[src/rtl/modn_pkg.sv]
// Shared constants for the modulo-N counter: seven-segment patterns {g..a}, active-low,
// and the prescaler width.
`default_nettype none

package modn_pkg;

  localparam int PRE_W = 16;

  localparam logic [6:0] SEG_0     = 7'h40;
  localparam logic [6:0] SEG_1     = 7'h79;
  localparam logic [6:0] SEG_2     = 7'h24;
  localparam logic [6:0] SEG_3     = 7'h30;
  localparam logic [6:0] SEG_4     = 7'h19;
  localparam logic [6:0] SEG_5     = 7'h12;
  localparam logic [6:0] SEG_6     = 7'h02;
  localparam logic [6:0] SEG_7     = 7'h78;
  localparam logic [6:0] SEG_8     = 7'h00;
  localparam logic [6:0] SEG_9     = 7'h10;
  localparam logic [6:0] SEG_BLANK = 7'h7F;

endpackage

`default_nettype wire

[src/rtl/seg7_digit.sv]
// Decimal digit to active-low seven-segment pattern; non-decimal codes show blank.
`default_nettype none

module seg7_digit
  import modn_pkg::*;
(
  input  logic [3:0] digit_i,
  output logic [6:0] seg_o
);

  always_comb begin
    seg_o = SEG_BLANK;
    case (digit_i)
      4'd0:    seg_o = SEG_0;
      4'd1:    seg_o = SEG_1;
      4'd2:    seg_o = SEG_2;
      4'd3:    seg_o = SEG_3;
      4'd4:    seg_o = SEG_4;
      4'd5:    seg_o = SEG_5;
      4'd6:    seg_o = SEG_6;
      4'd7:    seg_o = SEG_7;
      4'd8:    seg_o = SEG_8;
      4'd9:    seg_o = SEG_9;
      default: seg_o = SEG_BLANK;
    endcase
  end

endmodule

`default_nettype wire

[src/rtl/modn_counter.sv]
// Prescaled up/down modulo-N counter with load, terminal-count pulse and
// two-digit seven-segment display outputs.
`default_nettype none

module modn_counter
  import modn_pkg::*;
#(
  parameter int MODULUS  = 12,
  parameter int WIDTH    = 4,
  parameter int PRESCALE = 1,
  parameter int BLANK_LZ = 0
) (
  input  logic             clk,
  input  logic             reset_n,
  input  logic             en,
  input  logic             up,
  input  logic             load,
  input  logic [WIDTH-1:0] load_val,
  output logic [WIDTH-1:0] count,
  output logic             tc,
  output logic [7:0]       led,
  output logic [7:0]       dac,
  output logic [6:0]       lseg,
  output logic [6:0]       hseg
);

  if (MODULUS < 2 || MODULUS > 100) begin : g_bad_modulus
    $error("modn_counter: MODULUS must be in 2..100");
  end
  if (WIDTH > 8 || (2 ** WIDTH) < MODULUS) begin : g_bad_width
    $error("modn_counter: WIDTH must be <= 8 and hold MODULUS-1");
  end
  if (PRESCALE < 1 || PRESCALE > 65535) begin : g_bad_prescale
    $error("modn_counter: PRESCALE must be in 1..65535");
  end

  localparam logic [WIDTH-1:0] CNT_MAX = WIDTH'(MODULUS - 1);
  localparam logic [PRE_W-1:0] PRE_MAX = PRE_W'(PRESCALE - 1);

  logic [WIDTH-1:0] count_q, count_d;
  logic [PRE_W-1:0] pre_q, pre_d;
  logic             tc_q, tc_d;
  logic             step;

  always_ff @(posedge clk or negedge reset_n) begin
    if (!reset_n) begin
      count_q <= '0;
      pre_q   <= '0;
      tc_q    <= 1'b0;
    end else begin
      count_q <= count_d;
      pre_q   <= pre_d;
      tc_q    <= tc_d;
    end
  end

  // Load wins over stepping and restarts the prescale period; tc only on a wrap step.
  always_comb begin
    count_d = count_q;
    pre_d   = pre_q;
    tc_d    = 1'b0;
    step    = en && (pre_q == PRE_MAX);
    if (load) begin
      count_d = (load_val > CNT_MAX) ? CNT_MAX : load_val;
      pre_d   = '0;
    end else if (step) begin
      pre_d = '0;
      if (up) begin
        if (count_q == CNT_MAX) begin
          count_d = '0;
          tc_d    = 1'b1;
        end else begin
          count_d = count_q + WIDTH'(1);
        end
      end else begin
        if (count_q == '0) begin
          count_d = CNT_MAX;
          tc_d    = 1'b1;
        end else begin
          count_d = count_q - WIDTH'(1);
        end
      end
    end else if (en) begin
      pre_d = pre_q + PRE_W'(1);
    end
  end

  logic [7:0] cnt8;
  logic [3:0] ones, tens;
  logic [6:0] hseg_raw;

  assign cnt8  = 8'(count_q);
  assign ones  = 4'(cnt8 % 8'd10);
  assign tens  = 4'(cnt8 / 8'd10);
  assign count = count_q;
  assign tc    = tc_q;
  assign led   = cnt8;
  assign dac   = cnt8;

  seg7_digit u_ones (
    .digit_i (ones),
    .seg_o   (lseg)
  );

  seg7_digit u_tens (
    .digit_i (tens),
    .seg_o   (hseg_raw)
  );

  assign hseg = (BLANK_LZ != 0 && tens == 4'd0) ? SEG_BLANK : hseg_raw;

endmodule

`default_nettype wire

[config.mk]
export PLATFORM = sky130hd
export DESIGN_NAME = modn_counter
export DESIGN_NICKNAME = d
export VERILOG_FILES = /design/src/rtl/modn_pkg.sv /design/src/rtl/seg7_digit.sv /design/src/rtl/modn_counter.sv
export SDC_FILE = /design/constraint.sdc
export NUM_CORES = 1
export LEC_CHECK = 0
export CAP_MARGIN = 10
export CORE_AREA = 4 4 74 76
export DETAILED_ROUTE_END_ITERATION = 6
export DIE_AREA = 0 0 78 80
export GPL_ROUTABILITY_DRIVEN = 0
export SLEW_MARGIN = 15
export SYNTH_ARGS = -nofsm -noshare
export SYNTH_HDL_FRONTEND = slang
export SYNTH_SLANG_ARGS = --single-unit
[constraint.sdc]
create_clock -name clk -period 2.6 [get_ports clk]
set_input_delay 0.39 -clock clk [delete_from_list [all_inputs] [get_ports clk]]
set_output_delay 0.39 -clock clk [all_outputs]
set_load 0.02 [all_outputs]
==> results of run 1 <==
## area by class of cell
type / instances / share of cell area
Inverter: 9 / 0.0146
Clock buffer: 4 / 0.0195
Multi-Input combinational cell: 157 / 0.502
Sequential cell: 21 / 0.228
Timing Repair Buffer: 53 / 0.200
Tap cell: 67 / 0.0363
## kinds of logic (layout without fill, tap and decap cells)
family                     count (synthesis)  in the layout
and+or+nand+nor                           78             78
DFF                                       21             21
buffers and inverters                     42             66
other                                      2             11
AOI/OAI and AO/OA                         38             38
muxes                                      5              5
adders and majority gates                 10             10
xor gates and xnor gates                  15             15
## synthesized netlist by cell type, drive strengths merged, types with 2 or more instances
master,instances
o21bai,2
nor3,4
or3,3
ha,10
nor4bb,2
nand2b,2
clkbuf,5
nand2,14
nand3,4
o21ai,8
xnor2,13
nor4,11
dfrtp,21
buf,28
a21o,2
a31oi,2
nand4,5
nor2b,3
a221o,2
a211oi,5
xor2,2
inv,9
mux2,2
conb,2
nor2,21
a21oi,7
mux2i,3
nor4b,2
## final timing paths
| kind | start | end | slack, ns | cells after the start |
|---|---|---|---|---|
| setup / recovery | count[1] | lseg[0] | 0.09 | 7 |
| hold / removal | reset_n | pre_q[14] | 0.49 | 1 |
| setup reg to reg | pre_q[0] | pre_q[15] | 0.78 | 6 |
| hold reg to reg | pre_q[1] | pre_q[1] | 0.61 | 2 |
| max in group asynchronous | reset_n | pre_q[8] | 1.55 | 2 |
| min in group clk | pre_q[1] | pre_q[1] | 0.61 | 2 |
## what timing repair did
item,CTS,global route
resized for setup,10,9
buffers inserted,0,1
gates cloned,0,1
setup endpoints to repair,7,4
## registers in the layout, indices dropped and copies added, names as in the netlist
signal / flops
tc: 1
pre_q: 16
count: 4
## where the power goes
group	internal [mW]	switching [mW]
combinational	0.364	0.427
sequential	0.340	0.0174
clock	0.109	0.104
total	0.814	0.549
## metrics by stage
step	TNS, ns	utilization
4_1_cts	0	0.486
2_1_floorplan	0	-
3_3_place_gp	0	0.476
6_report	0	0.489
3_5_place_dp	0	0.476
5_1_grt	-0.0574	0.489
## routing by layer
| metal | vias to the layer above | wire, um |
|---|---|---|
| li1 | 784 | - |
| met1 | 733 | 1820 |
| met2 | 31 | 1890 |
| met3 | 4 | 183 |
| met4 | 0 | 39 |
| met5 | - | 0 |
## worst register-to-register path, stage by stage, from the launching register on
cell	delay, ns
dfrtp_1	0.43
inv_1	0.10
ha_1	0.15
nor4b_4	0.26
a41o_1	0.44
nor2_1	0.07
mux2_2	0.26
==> impl_metrics.csv, run 1 <==
group,metric,value,unit
placed_design,port_buffers,32,
global_route,grt.overflow.total,0,
detailed_routing,dr.pass1.iters,4,
clock_network,numCtsBuffers,3,
sta,post-route-period-util,0.963,
yosys,synth_cell_types,50,
clock_network,cts_buffer_depth,2,
setup_path,worst-setup-path-type,"register to output port",
yosys,yosysWarnings,0,
clock_network,tritoncts,"built",
setup_path,crit_fanout,10,
sta,finalMaxSlewViolations,0,
sta,hold_ws,0.490,ns
placed_design,place_inst,305,
placed_design,dpl.hpwl,2.96,mm
setup_path,cp_data_required_time,2.21,ns
global_route,grt_util_met3,0.0271,
yosys,synth.top_cell.area_share,0.284,
power_and_ir_drop,ir_drop,0.000341,V
die,rows,25,
die,coreArea,4720,um2
cells_and_area,nets,264,
yosys,synth_compound_area_frac,0.144,
cells_and_area,drive_above_1_share,0.176,
detailed_routing,ant_nets,0,
clock_network,htreeDepth,1,
yosys,synth_top_cell_by_area,"dfrtp_1",
run,cap_viol_max_count,0,
yosys,synth_flop_cell,"dfrtp_1",
die,die_w,78,um
detailed_routing,drc,0,
detailed_routing,vias,1552,
sta,rsz0062_at_grt,"yes",
cells_and_area,layout_common_cells,"clkdlybuf4s50_1 (25), nor2_1 (21), dfrtp_1 (20), buf_4 (20), nand2_1 (14)",
global_route,grt_pass1_wl,6.60,mm
worst_hold_path,hold_path.class,"primary input to async pin",
yosys,synthSimpleGateAreaFrac,0.268,
cells_and_area,fillers,449,
power_and_ir_drop,power.total,1.36,mW
global_route,grt_max_degree,15,
setup_path,worst_ep_arrival_time,2.12,ns
setup_path,cpPeakStageDelay,0.43,ns
run_status,status,"completed",
die,start_util,0.392,
setup_path,cpMaxStageDelayCell,"dfrtp_2",
yosys,synth_edf_count,0,
global_route,grt_util_met2,0.229,
yosys,synth.avg_cell_area,8.78,um2
global_route,grtUsageTotal,0.130,
global_route,antenna_found_initial,0,
die,die_height,80,um
yosys,synth_area,1850,um2
global_route,grt_pass1_vias,1455,
cells_and_area,area_delta_synth_final,24.7,%
clock_network,clock_sinks,21,
setup_path,startpoint_type,"register",
yosys,synth_top_family_by_area,"simple AND/OR/NAND/NOR gates",
sta,max_freq,399,MHz
clock_network,clk_pin_slew_worst_paths,0.07,ns
placed_design,dpl_worst_slack,0.0626,ns
detailed_routing,drt_iter0_markers,69,
sta,hold_viol,0,
sta,min_period,2.51,ns
detailed_routing,vias_per_cell,4.99,
global_route,grtUsageMet1,0.160,
detailed_routing,wl,3.93,mm
yosys,synthMuxAreaShare,0.0284,
clock_network,hold_buffers,0,
power_and_ir_drop,power.density,590,nW/um2
setup_path,crit_path_frequent_cell,"buf_4",
placed_design,placed_area,2250,um2
yosys,synth_fa_ha_area_frac,0.0676,
setup_path,end_kind,"output port",
clock_network,cts_root_buf,"clkbuf_8",
die,die_area,6240,um2
yosys,synth_seq_cells,21,
yosys,synthXorXnorAreaFrac,0.0709,
setup_path,crit_buf_inv,3,
yosys,synth_cells,211,
sta,setup_slack,0.0949,ns
cells_and_area,seqCellArea,527,um2
cells_and_area,mostFrequentLayoutCell,"clkdlybuf4s50_1",
global_route,busiest_layer,"met2",
yosys,synthArstFlopShare,1.00,
setup_path,path_cells,"buf_4 -> nor3_4 -> a211oi_2 -> buf_4 -> xnor2_1 -> a211o_1 -> clkdlybuf4s15_1",
cells_and_area,multiInputGateArea,1160,um2
cells_and_area,layout.cells.non_filler,311,
cells_and_area,diodes,0,
setup_path,critPathTopFamily,"buffers and inverters",
sta,slew_headroom,0.614,
cells_and_area,fin_area,2310,um2
sta,finalSetupViolCount,0,
die,io-pin-count,44,
sta,clock_skew,0.00277,ns
power_and_ir_drop,leakage,0.975,nW
clock_network,clk_latency,0.26,ns
detailed_routing,wl_per_cell,12.6,um
yosys,synth_area_leaders,"dfrtp_1 (28%), buf_4 (8.9%), ha_1 (6.8%), xnor2_1 (6.1%), nor2_1 (4.3%)",
sta,tightestPinTransition,0.577,ns
yosys,ys_seq_area_frac,0.284,
Power figures use the tool's default switching activity.
==> inputs of run 2 (changes only) <==
==> constraint.sdc (replaced) <==
create_clock -name clk -period 3.01 [get_ports clk]
set_input_delay 0.4515 -clock clk [delete_from_list [all_inputs] [get_ports clk]]
set_output_delay 0.4515 -clock clk [all_outputs]
set_load 0.02 [all_outputs]
==> run 2 against run 1 <==
Effect of this change: via count decreased by 0.39%; critical path depth is the same; global-route usage about the same; clock power shrank 12%; utilization shrank 1.5 points; critical path type unchanged; largest cell class unchanged.
==> impl_metrics.csv, run 2 (synthesis results as in run 1) <==
group,metric,value,unit
run_status,status,"completed",
cells_and_area,largest_reg_flops,16,
setup_path,cpPeakStageDelay,0.53,ns
power_and_ir_drop,intPower,0.676,mW
cells_and_area,fin_util,0.474,
setup_path,r2r-start,"pre_q[0]",
clock_network,tritoncts,"built",
power_and_ir_drop,sequentialPowerShare,0.273,
global_route,grt_max_degree,22,
detailed_routing,drt_iter0_markers,55,
power_and_ir_drop,pwr-share-clk,0.166,
setup_path,worst_ep_arrival_time,2.42,ns
cells_and_area,area_delta_synth_final,20.8,%
power_and_ir_drop,power.density,505,nW/um2
sta,hold_viol,0,
sta,rsz0062_at_grt,"no",
sta,post-route-period-util,0.952,
clock_network,cts_resized,1,
sta,tightestPinTransition,0.523,ns
sta,clock_skew,0.000835,ns
power_and_ir_drop,power.total,1.13,mW
sta,finalMaxSlewViolations,0,
setup_path,r2r_setup_slack,1.20,ns
placed_design,port_buffers,32,
die,die_w,78,um
detailed_routing,ant_nets,0,
cells_and_area,regMostFlops,"pre_q",
power_and_ir_drop,swShare,0.402,
global_route,grtUsageTotal,0.130,
clock_network,htreeDepth,1,
sta,max_freq,349,MHz
clock_network,post_cts_buffers,0,
global_route,grt_pass1_wl,6.46,mm
die,die_area,6240,um2
setup_path,worst-setup-path-type,"register to output port",
detailed_routing,vias,1546,
global_route,antenna_found_initial,0,
setup_path,crit_buf_inv,3,
die,start_util,0.392,
placed_design,dpl.hpwl,3.02,mm
worst_hold_path,hold_path.class,"primary input to async pin",
clock_network,numCtsBuffers,3,
clock_network,cts_buffer_depth,2,
cells_and_area,mostFrequentLayoutCell,"clkdlybuf4s50_1",
cells_and_area,layout_common_cells,"clkdlybuf4s50_1 (26), nor2_1 (21), dfrtp_1 (21)",
sta,finalSetupViolCount,0,
global_route,grt.overflow.total,0,
sta,fin_tns_setup,0,ns
sta,hold_ws,0.525,ns
setup_path,r2r_end,"count[0]",
clock_network,hold_buffers,0,
power_and_ir_drop,p_sw,0.454,mW
die,coreArea,4720,um2
setup_path,startpoint_type,"register",
power_and_ir_drop,power_frac_comb,0.560,
cells_and_area,diodes,0,
setup_path,end_kind,"output port",
detailed_routing,vias_per_cell,5.10,
die,rows,25,
run,cap_viol_max_count,0,
setup_path,path_cells,"inv_1 -> ha_2 -> a211oi_1 -> buf_4 -> a21oi_1 -> a21o_1 -> clkdlybuf4s50_1",
setup_path,reg2reg_depth,6,
detailed_routing,wl_per_cell,13.0,um
global_route,grt_pass1_vias,1374,
cells_and_area,drive_above_1_share,0.114,
setup_path,critPathTopFamily,"buffers and inverters",
detailed_routing,wl,3.92,mm
die,die_height,80,um
cells_and_area,nets,256,
setup_path,cp_data_required_time,2.56,ns
clock_network,clk_pin_slew_worst_paths,0.08,ns
clock_network,clk_latency,0.26,ns
sta,slew_headroom,0.650,
detailed_routing,drc,0,
power_and_ir_drop,ir_drop,0.000244,V
setup_path,cpMaxStageDelayCell,"clkdlybuf4s50_1",
sta,min_period,2.87,ns
die,io-pin-count,44,
clock_network,clock_sinks,21,
detailed_routing,dr.pass1.iters,4,
clock_network,cts_root_buf,"clkbuf_8",
power_and_ir_drop,leakage,0.967,nW
setup_path,crit_fanout,11,
==> run 2: cell count changes in the layout (fill, tap and decap cells not counted), sizes merged <==
cell | previous run | this run
buf | 21 | 13
clkdlybuf4s15 | 2 | 0
dlymetal6s2s | 0 | 5
clkbuf | 6 | 4
dlygate4sd2 | 3 | 1
clkdlybuf4s50 | 25 | 26
==> run 2: cell type report <==
type	instances	area (um2)
timing repair buffer	45	429
sequential	21	526
tap	67	83.8
clock buffer	4	45.0
inverter	9	33.8
fill	455	2490
multi-input combinational	157	1120
==> run 2: power by group through the flow <==
stage          clock network [mW]  logic, mW  registers [mW]
2_1_floorplan                   0      0.415           0.328
3_3_place_gp                    0      0.641           0.314
3_5_place_dp                    0      0.642           0.314
4_1_cts                     0.198      0.638           0.308
5_1_grt                     0.212      0.684           0.311
6_report                    0.188      0.633           0.309
==> run 2: metal layers <==
layer / track usage / up-vias / wire length (um)
li1: - / 765 / -
met1: 0.173 / 730 / 1810
met2: 0.207 / 44 / 1830
met3: 0.0339 / 7 / 225
met4: 0.0367 / 0 / 57
met5: 0 / - / 0
==> run 2: how the worst max path moves through the flow <==
| stage | startpoint | end | slack [ns] | depth (start not counted) |
|---|---|---|---|---|
| 2_1_floorplan | count[0] | lseg[6] | 0.16 | 7 |
| 3_3_place_gp | count[0] | lseg[3] | 0.35 | 7 |
| 3_5_place_dp | count[1] | lseg[0] | 0.32 | 7 |
| 4_1_cts | count[1] | lseg[4] | 0.04 | 7 |
| 5_1_grt | count[1] | lseg[2] | 0.003 | 7 |
| 6_report | count[1] | lseg[2] | 0.14 | 7 |
==> run 2: worst reg2reg max path, delay by kind of cell, from the launching register on <==
| kind | cells | cell delay [ns] |
|---|---|---|
| buffers and inverters | 1 | 0.11 |
| AO/OA/AOI/OAI | 1 | 0.20 |
| AND/OR/NAND/NOR | 2 | 0.44 |
| multiplexers | 1 | 0.35 |
| adder cells (fa/ha/maj) | 1 | 0.15 |
| flip-flops | 1 | 0.43 |
==> run 2: stage by stage <==
stage | setup slack [ns] | instances | area (um2)
detailed placement | 0.317 | 299 | 2170
global route | 0.00288 | 303 | 2240
CTS | 0.0389 | 303 | 2220
floorplan | 0.161 | 220 | 1890
global placement | 0.350 | 299 | 2170
finish | 0.143 | 303 | 2240
